===== src/rtl/cacheline_rr_arbiter_if.sv =====
`timescale 1ns/1ps
`default_nettype none
// ============================================================================
// Module   : cacheline_rr_arbiter_if
// Brief    : Requester/memory bundle for the shared cacheline memory port.
//            The slave modport is the arbiter's view. The master modport is
//            the environment's view: the requesters plus the memory.
// Revision : 1.0 - initial release
// ============================================================================
interface cacheline_rr_arbiter_if #(
  parameter int LINE_W = 256,
  parameter int ADDR_W = 32
);
  // Requester side
  logic [2:0]          req_read;
  logic [2:0]          req_write;
  logic [3*ADDR_W-1:0] req_addr;
  logic [3*LINE_W-1:0] req_wdata;
  logic [LINE_W-1:0]   req_rdata;
  logic [2:0]          req_resp;
  // Memory side
  logic                mem_read;
  logic                mem_write;
  logic [ADDR_W-1:0]   mem_addr;
  logic [LINE_W-1:0]   mem_wdata;
  logic [LINE_W-1:0]   mem_rdata;
  logic                mem_resp;
  // Status
  logic [1:0]          grant_id;
  logic                busy;

  modport slave (
    input  req_read, req_write, req_addr, req_wdata, mem_rdata, mem_resp,
    output req_rdata, req_resp, mem_read, mem_write, mem_addr, mem_wdata,
           grant_id, busy
  );

  modport master (
    output req_read, req_write, req_addr, req_wdata, mem_rdata, mem_resp,
    input  req_rdata, req_resp, mem_read, mem_write, mem_addr, mem_wdata,
           grant_id, busy
  );
endinterface
`default_nettype wire


===== src/rtl/cacheline_rr_arbiter.sv =====
`timescale 1ns/1ps
`default_nettype none
// ============================================================================
// Module   : cacheline_rr_arbiter
// Brief    : Three-way round-robin arbiter that shares one cacheline memory
//            port between the I-cache (0), the D-cache (1) and the prefetcher
//            (2). It runs one latched transaction at a time and routes the
//            completion only to the owner.
// Revision : 1.0 - initial release
// ============================================================================
module cacheline_rr_arbiter #(
  parameter int LINE_W = 256,
  parameter int ADDR_W = 32
) (
  input  logic                  clk,
  input  logic                  rst,
  cacheline_rr_arbiter_if.slave bus
);

  localparam logic [1:0] S_IDLE    = 2'd0;
  localparam logic [1:0] S_BUSY    = 2'd1;
  localparam logic [1:0] S_RECOVER = 2'd2;

  logic [1:0]        r_state;
  logic [1:0]        r_last;       // last owner; search starts just after it
  logic [1:0]        r_owner;      // current owner, doubles as grant_id
  logic              r_mem_read;
  logic              r_mem_write;
  logic [ADDR_W-1:0] r_mem_addr;
  logic [LINE_W-1:0] r_mem_wdata;

  logic [2:0]        w_active;
  logic              w_any;
  logic [1:0]        w_winner;
  logic              w_win_write;
  logic [ADDR_W-1:0] w_win_addr;
  logic [LINE_W-1:0] w_win_wdata;
  logic              w_done;

  assign w_active = bus.req_read | bus.req_write;
  assign w_any    = |w_active;
  assign w_done   = (r_state == S_BUSY) && bus.mem_resp;

  // Round-robin pick: first active requester after the last owner, with wrap
  always_comb begin
    w_winner = 2'd0;
    case (r_last)
      2'd0: begin
        if      (w_active[1]) w_winner = 2'd1;
        else if (w_active[2]) w_winner = 2'd2;
        else                  w_winner = 2'd0;
      end
      2'd1: begin
        if      (w_active[2]) w_winner = 2'd2;
        else if (w_active[0]) w_winner = 2'd0;
        else                  w_winner = 2'd1;
      end
      default: begin
        if      (w_active[0]) w_winner = 2'd0;
        else if (w_active[1]) w_winner = 2'd1;
        else                  w_winner = 2'd2;
      end
    endcase
  end

  // Select the winner's command, address and write line
  always_comb begin
    w_win_write = bus.req_write[0];
    w_win_addr  = bus.req_addr[0 +: ADDR_W];
    w_win_wdata = bus.req_wdata[0 +: LINE_W];
    case (w_winner)
      2'd1: begin
        w_win_write = bus.req_write[1];
        w_win_addr  = bus.req_addr[ADDR_W +: ADDR_W];
        w_win_wdata = bus.req_wdata[LINE_W +: LINE_W];
      end
      2'd2: begin
        w_win_write = bus.req_write[2];
        w_win_addr  = bus.req_addr[2*ADDR_W +: ADDR_W];
        w_win_wdata = bus.req_wdata[2*LINE_W +: LINE_W];
      end
      default: begin
        w_win_write = bus.req_write[0];
        w_win_addr  = bus.req_addr[0 +: ADDR_W];
        w_win_wdata = bus.req_wdata[0 +: LINE_W];
      end
    endcase
  end

  // Transaction FSM: latch the winner in IDLE, hold it until mem_resp, then idle one cycle
  always_ff @(posedge clk) begin
    if (rst) begin
      r_state     <= S_IDLE;
      r_last      <= 2'd2;
      r_owner     <= 2'd0;
      r_mem_read  <= 1'b0;
      r_mem_write <= 1'b0;
      r_mem_addr  <= '0;
      r_mem_wdata <= '0;
    end else begin
      case (r_state)
        S_IDLE: begin
          if (w_any) begin
            r_owner     <= w_winner;
            r_mem_addr  <= w_win_addr;
            r_mem_wdata <= w_win_wdata;
            // A write takes priority and a simultaneous read is dropped
            r_mem_write <= w_win_write;
            r_mem_read  <= ~w_win_write;
            r_state     <= S_BUSY;
          end
        end
        S_BUSY: begin
          if (bus.mem_resp) begin
            r_mem_read  <= 1'b0;
            r_mem_write <= 1'b0;
            r_last      <= r_owner;
            r_state     <= S_RECOVER;
          end
        end
        S_RECOVER: begin
          r_state <= S_IDLE;
        end
        default: begin
          r_state <= S_IDLE;
        end
      endcase
    end
  end

  assign bus.mem_read  = r_mem_read;
  assign bus.mem_write = r_mem_write;
  assign bus.mem_addr  = r_mem_addr;
  assign bus.mem_wdata = r_mem_wdata;
  assign bus.grant_id  = r_owner;
  assign bus.busy      = (r_state == S_BUSY) || (r_state == S_RECOVER);

  // The completion reaches only the owner, in the same cycle as mem_resp
  assign bus.req_resp  = w_done ? (3'b001 << r_owner) : 3'b000;
  assign bus.req_rdata = w_done ? bus.mem_rdata : '0;

endmodule
`default_nettype wire


===== src/flat_wrapper.sv =====
// flat-port wrapper written by rule: the top's interface ports become plain ports
module cacheline_rr_arbiter_flat 
#(
  parameter int LINE_W = 256,
  parameter int ADDR_W = 32
)
  (clk, rst, bus_req_read, bus_req_write, bus_req_addr, bus_req_wdata, bus_mem_rdata, bus_mem_resp, bus_req_rdata, bus_req_resp, bus_mem_read, bus_mem_write, bus_mem_addr, bus_mem_wdata, bus_grant_id, bus_busy);
  cacheline_rr_arbiter_if #(.LINE_W(LINE_W), .ADDR_W(ADDR_W)) bus_i ();
  input  logic clk;
  input  logic rst;
  input wire logic [$bits(bus_i.req_read)-1:0] bus_req_read;
  input wire logic [$bits(bus_i.req_write)-1:0] bus_req_write;
  input wire logic [$bits(bus_i.req_addr)-1:0] bus_req_addr;
  input wire logic [$bits(bus_i.req_wdata)-1:0] bus_req_wdata;
  input wire logic [$bits(bus_i.mem_rdata)-1:0] bus_mem_rdata;
  input wire logic [$bits(bus_i.mem_resp)-1:0] bus_mem_resp;
  output wire logic [$bits(bus_i.req_rdata)-1:0] bus_req_rdata;
  output wire logic [$bits(bus_i.req_resp)-1:0] bus_req_resp;
  output wire logic [$bits(bus_i.mem_read)-1:0] bus_mem_read;
  output wire logic [$bits(bus_i.mem_write)-1:0] bus_mem_write;
  output wire logic [$bits(bus_i.mem_addr)-1:0] bus_mem_addr;
  output wire logic [$bits(bus_i.mem_wdata)-1:0] bus_mem_wdata;
  output wire logic [$bits(bus_i.grant_id)-1:0] bus_grant_id;
  output wire logic [$bits(bus_i.busy)-1:0] bus_busy;
  assign bus_i.req_read = bus_req_read;
  assign bus_i.req_write = bus_req_write;
  assign bus_i.req_addr = bus_req_addr;
  assign bus_i.req_wdata = bus_req_wdata;
  assign bus_i.mem_rdata = bus_mem_rdata;
  assign bus_i.mem_resp = bus_mem_resp;
  assign bus_req_rdata = bus_i.req_rdata;
  assign bus_req_resp = bus_i.req_resp;
  assign bus_mem_read = bus_i.mem_read;
  assign bus_mem_write = bus_i.mem_write;
  assign bus_mem_addr = bus_i.mem_addr;
  assign bus_mem_wdata = bus_i.mem_wdata;
  assign bus_grant_id = bus_i.grant_id;
  assign bus_busy = bus_i.busy;
  cacheline_rr_arbiter #(.LINE_W(LINE_W), .ADDR_W(ADDR_W)) u_core (.clk(clk), .rst(rst), .bus(bus_i));
endmodule

===== config.mk =====
export PLATFORM = sky130hd
export DESIGN_NAME = cacheline_rr_arbiter_flat
export DESIGN_NICKNAME = d
export VERILOG_FILES = /design/src/rtl/cacheline_rr_arbiter_if.sv /design/src/rtl/cacheline_rr_arbiter.sv /design/src/flat_wrapper.sv
export SDC_FILE = /design/constraint.sdc
export NUM_CORES = 1
export LEC_CHECK = 0
export ABC_AREA = 1
export CAP_MARGIN = 25
export CORE_AREA = 4 4 649 651
export DETAILED_ROUTE_END_ITERATION = 8
export DIE_AREA = 0 0 653 655
export GPL_ROUTABILITY_DRIVEN = 1
export SYNTH_ARGS = -nofsm -noshare
export SYNTH_HDL_FRONTEND = slang
export SYNTH_SLANG_ARGS = --single-unit

===== constraint.sdc =====
create_clock -name clk -period 3.3 [get_ports clk]
set_clock_uncertainty 0.2 [all_clocks]
set_input_delay 0.66 -clock clk [delete_from_list [all_inputs] [get_ports clk]]
set_output_delay 0.66 -clock clk [all_outputs]
set_load 0.05 [all_outputs]

==> flow_summary.toml <==
[place]
place_ws_ns = -0.352
dpl_cell_area_um2 = 46100
port_buffers = 1680
hpwl_um = 328000
gp_congestion = 0.937

[die]
io_pins = 1681
dieWidth_um = 653
die_h_um = 655
core_um2 = 415000
rows = 237
dieArea_um2 = 428000
initial_utilization_pct = 4.53

[power_and_ir_drop]
p_switching_mw = 13.8
switching_share_pct = 51.0
peakVddDrop_v = 0.000370
total_power_mw = 27.1
combinationalPowerShare_pct = 61.5
clkPwrFrac_pct = 20.0
power.internal_mw = 13.3
seqPwrFrac_pct = 18.5
cellPowerDensity_nw_per_um2 = 565
leakagePower_nw = 19.3

[final_layout]
fin_nets = 5969
drive_gt1_share_pct = 12.9
nFillCells = 47984
synthToLayoutAreaGrowth_pct = 155
fin_area_um2 = 48000

[sta]
tightest_slew_ns = 0.894
setup_ws_ns = 0.0955
fmax_ghz = 0.312
period_needed_ns = 3.20
setup_violations = 0
fin_crit_sh_pct = 97.1
setup_tns_ns = 0
timing.hold.ws_ns = 0.298
grt_setup_unrepaired = "false"
maxSlewViolCount = 0
hold_viol_final = 0
slew_headroom_pct = 40.2

[routing]
viasPerCell = 2.95
drt-pass1-iter-count = 6
first_iter_violations = 2581
vias = 30884
drt-wirelength-per-cell_um = 34.3
ant_nets = 0
drc = 0
finalWirelength_um = 359000

[setup_path]
reg2regPathDepth = 12
required_ns = 2.44
r2r_end = "u_core.bus.mem_wdata[186]"
crit_chain = "inv_1 > ha_4 > nand2_8 > buf_12 > nor2_1 > buf_12"
critPathMaxStageDelay_ns = 0.31
reg2reg_from = "u_core.r_last[1]"
path_common_cell = "buf_12"
reg2reg_slack_ns = 0.53
cp_max_fo = 14
crit_slowest_cell = "dfxtp_1"
cp-start-kind = "flop"
worst-setup-path-type = "flop to output pin"
cp-end-kind = "output pin"
crit_arrival_ns = 2.34

[clock_tree]
clock_path_buffers = 3
cts_tree = "done"
cts_max_level = 2
clk_latency_ns = 0.65
clock_sinks = 296
hold_buffers = 0
cts.clk_slew.worst_paths_ns = 0.05
cts-root-buf = "clkbuf_16"
post-cts-setup-buffers = 0
cts_buffers = 48

[synth]
syn_inst = 3152
synth_top_family_by_area = "simple AND/OR/NAND/NOR gates"
syn_nets = 4287
syn_avg_cell_area_um2 = 5.97
synth_xor_area_share_pct = 0
ys_seq_elements = 296
synthSimpleGateAreaFrac_pct = 34.9
yosys_warnings = 0
yosysSeqAreaShare_pct = 31.5
yosysUniqueCellTypes = 24
synth_compound_area_share_pct = 21.3
muxShareOfSynthArea_pct = 0
synthesis.area_um2 = 18800
synth_fa_ha_area_share_pct = 0.399

[min_path]
holdPathEnd = "u_core.r_state[1]"
holdPathStages = 2
worstHoldStart = "u_core.r_state[1]"
min_path_type = "flop to flop"

[global_routing]
grtUsageTotal_pct = 15.9
grt_pass1_wl_um = 416000
grt_max_degree = 66
antenna_found_initial = 462
grt_pass1_vias = 28288
grt-ovfl-total = 0

[outcome]
status = "finished, final reports clean"

[flow_run]
cap_violations = 0
## registers in the layout, indices dropped and copies added, names as in the netlist
name / count
u_core.bus.mem_wdata: 256
u_core.bus.grant_id: 2
u_core.bus.mem_write: 1
u_core.bus.mem_addr: 32
u_core.r_last: 2
u_core.bus.mem_read: 1
u_core.r_state: 2
## worst max-delay path by stage
stage / from / to / slack, ns / depth (start not counted)
detailed placement: bus_req_write[0] / u_core.bus.mem_wdata[103] / -0.35 / 15
global placement: bus_req_write[0] / u_core.bus.mem_wdata[103] / -0.32 / 15
global route: u_core.r_state[1] / bus_req_rdata[63] / 0.001 / 6
floorplan: bus_mem_resp / bus_req_resp[0] / 0.39 / 3
CTS: u_core.r_state[1] / bus_req_rdata[67] / -0.02 / 6
finish: u_core.r_state[1] / bus_req_rdata[58] / 0.1 / 6
## placed cells by master (no fill, tap or decap), types with 5 or more instances in the layout
master / count
nor2_1: 825
nor2_2: 19
nand3_1: 7
o21ai_0: 13
dfxtp_1: 296
a22o_1: 288
nand2_1: 879
o21ai_1: 280
inv_1: 271
buf_4: 191
clkinv_2: 5
buf_12: 319
clkbuf_16: 49
inv_6: 6
buf_2: 10
clkbuf_1: 10
diode_2: 116
clkdlybuf4s50_1: 1359
## logic make-up (layout without fill, tap and decap cells)
logic type / Yosys count / after routing
simple gates: 1740 / 1741
other cells: 0 / 116
compound gates: 585 / 585
buf+inv: 525 / 2241
fa+ha+maj: 6 / 6
flops: 296 / 296
## synthesized netlist by cell type
cell type  count  share of area, %
nand2_1      880                18
nor2_1       842                17
dfxtp_1      296                31
a22o_1       288                13
o21ai_1      280               7.4
inv_1        271               5.4
clkbuf_1     122               2.4
buf_2         99               2.6
buf_6         16              0.96
o21ai_0       13              0.35
buf_4          9              0.36
nand3_1        7              0.19
ha_1           6              0.40
buf_1          5              0.10
nand4_1        4              0.13
a21oi_1        3             0.080
inv_2          2             0.040
nor2_2         2             0.066
nor3_1         2             0.053
clkinv_1       1             0.020
nand2_4        1             0.060
o211ai_1       1             0.040
or2_1          1             0.033
or2_2          1             0.033
## worst max-delay path, delay by kind of cell (launching register included)
family        cells  cell delay (ns)
buf+inv           3             0.59
flops             1             0.31
simple gates      2             0.47
fa+ha+maj         1             0.25
## cell type report
cell class                 count  area [um^2]  area share, %
antenna                      116          290          0.604
clock buffer                  62         1290           2.69
clock inverter                23          272          0.565
inverter                     274         1050           2.19
multi-input combinational   2332        10800           22.4
sequential                   296         5930           12.3
tap                         5497         6880           14.3
timing repair buffer        1882        21500           44.9
## routing by layer
metal / GRT usage (%) / part of all wire, % / up-vias
met4: 4.92 / 3.9 / 284
met2: 27.7 / 48 / 2162
met1: 15.1 / 32 / 14124
met3: 10.6 / 15 / 855
met5: 0.0113 / 0.51 / -
li1: - / - / 13459
## power by group through the flow
stage                     sequential (mW)  combinational, mW  clock [mW]
after global routing                 5.10               17.5        5.75
after CTS                            5.01               17.1        5.67
after detailed placement             5.06               17.0           0
after global placement               5.05               17.0           0
after floorplan                      7.86               4.90           0
final                                5.02               16.7        5.43
## per-stage QoR
| stage | std cells | utilization, % |
|---|---|---|
| 2_1_floorplan | 3152 | - |
| 3_3_place_gp | 10279 | 11.1 |
| 3_5_place_dp | 10279 | 11.1 |
| 4_1_cts | 10364 | 11.5 |
| 5_1_grt | 10410 | 11.5 |
| 6_report | 10482 | 11.6 |
## what timing repair did
action,in CTS,in global routing
pin swaps,1,1
endpoints found under the setup margin,243,99
resized for setup,16,6
cloned,0,2
(Power assumes the default switching activity.)
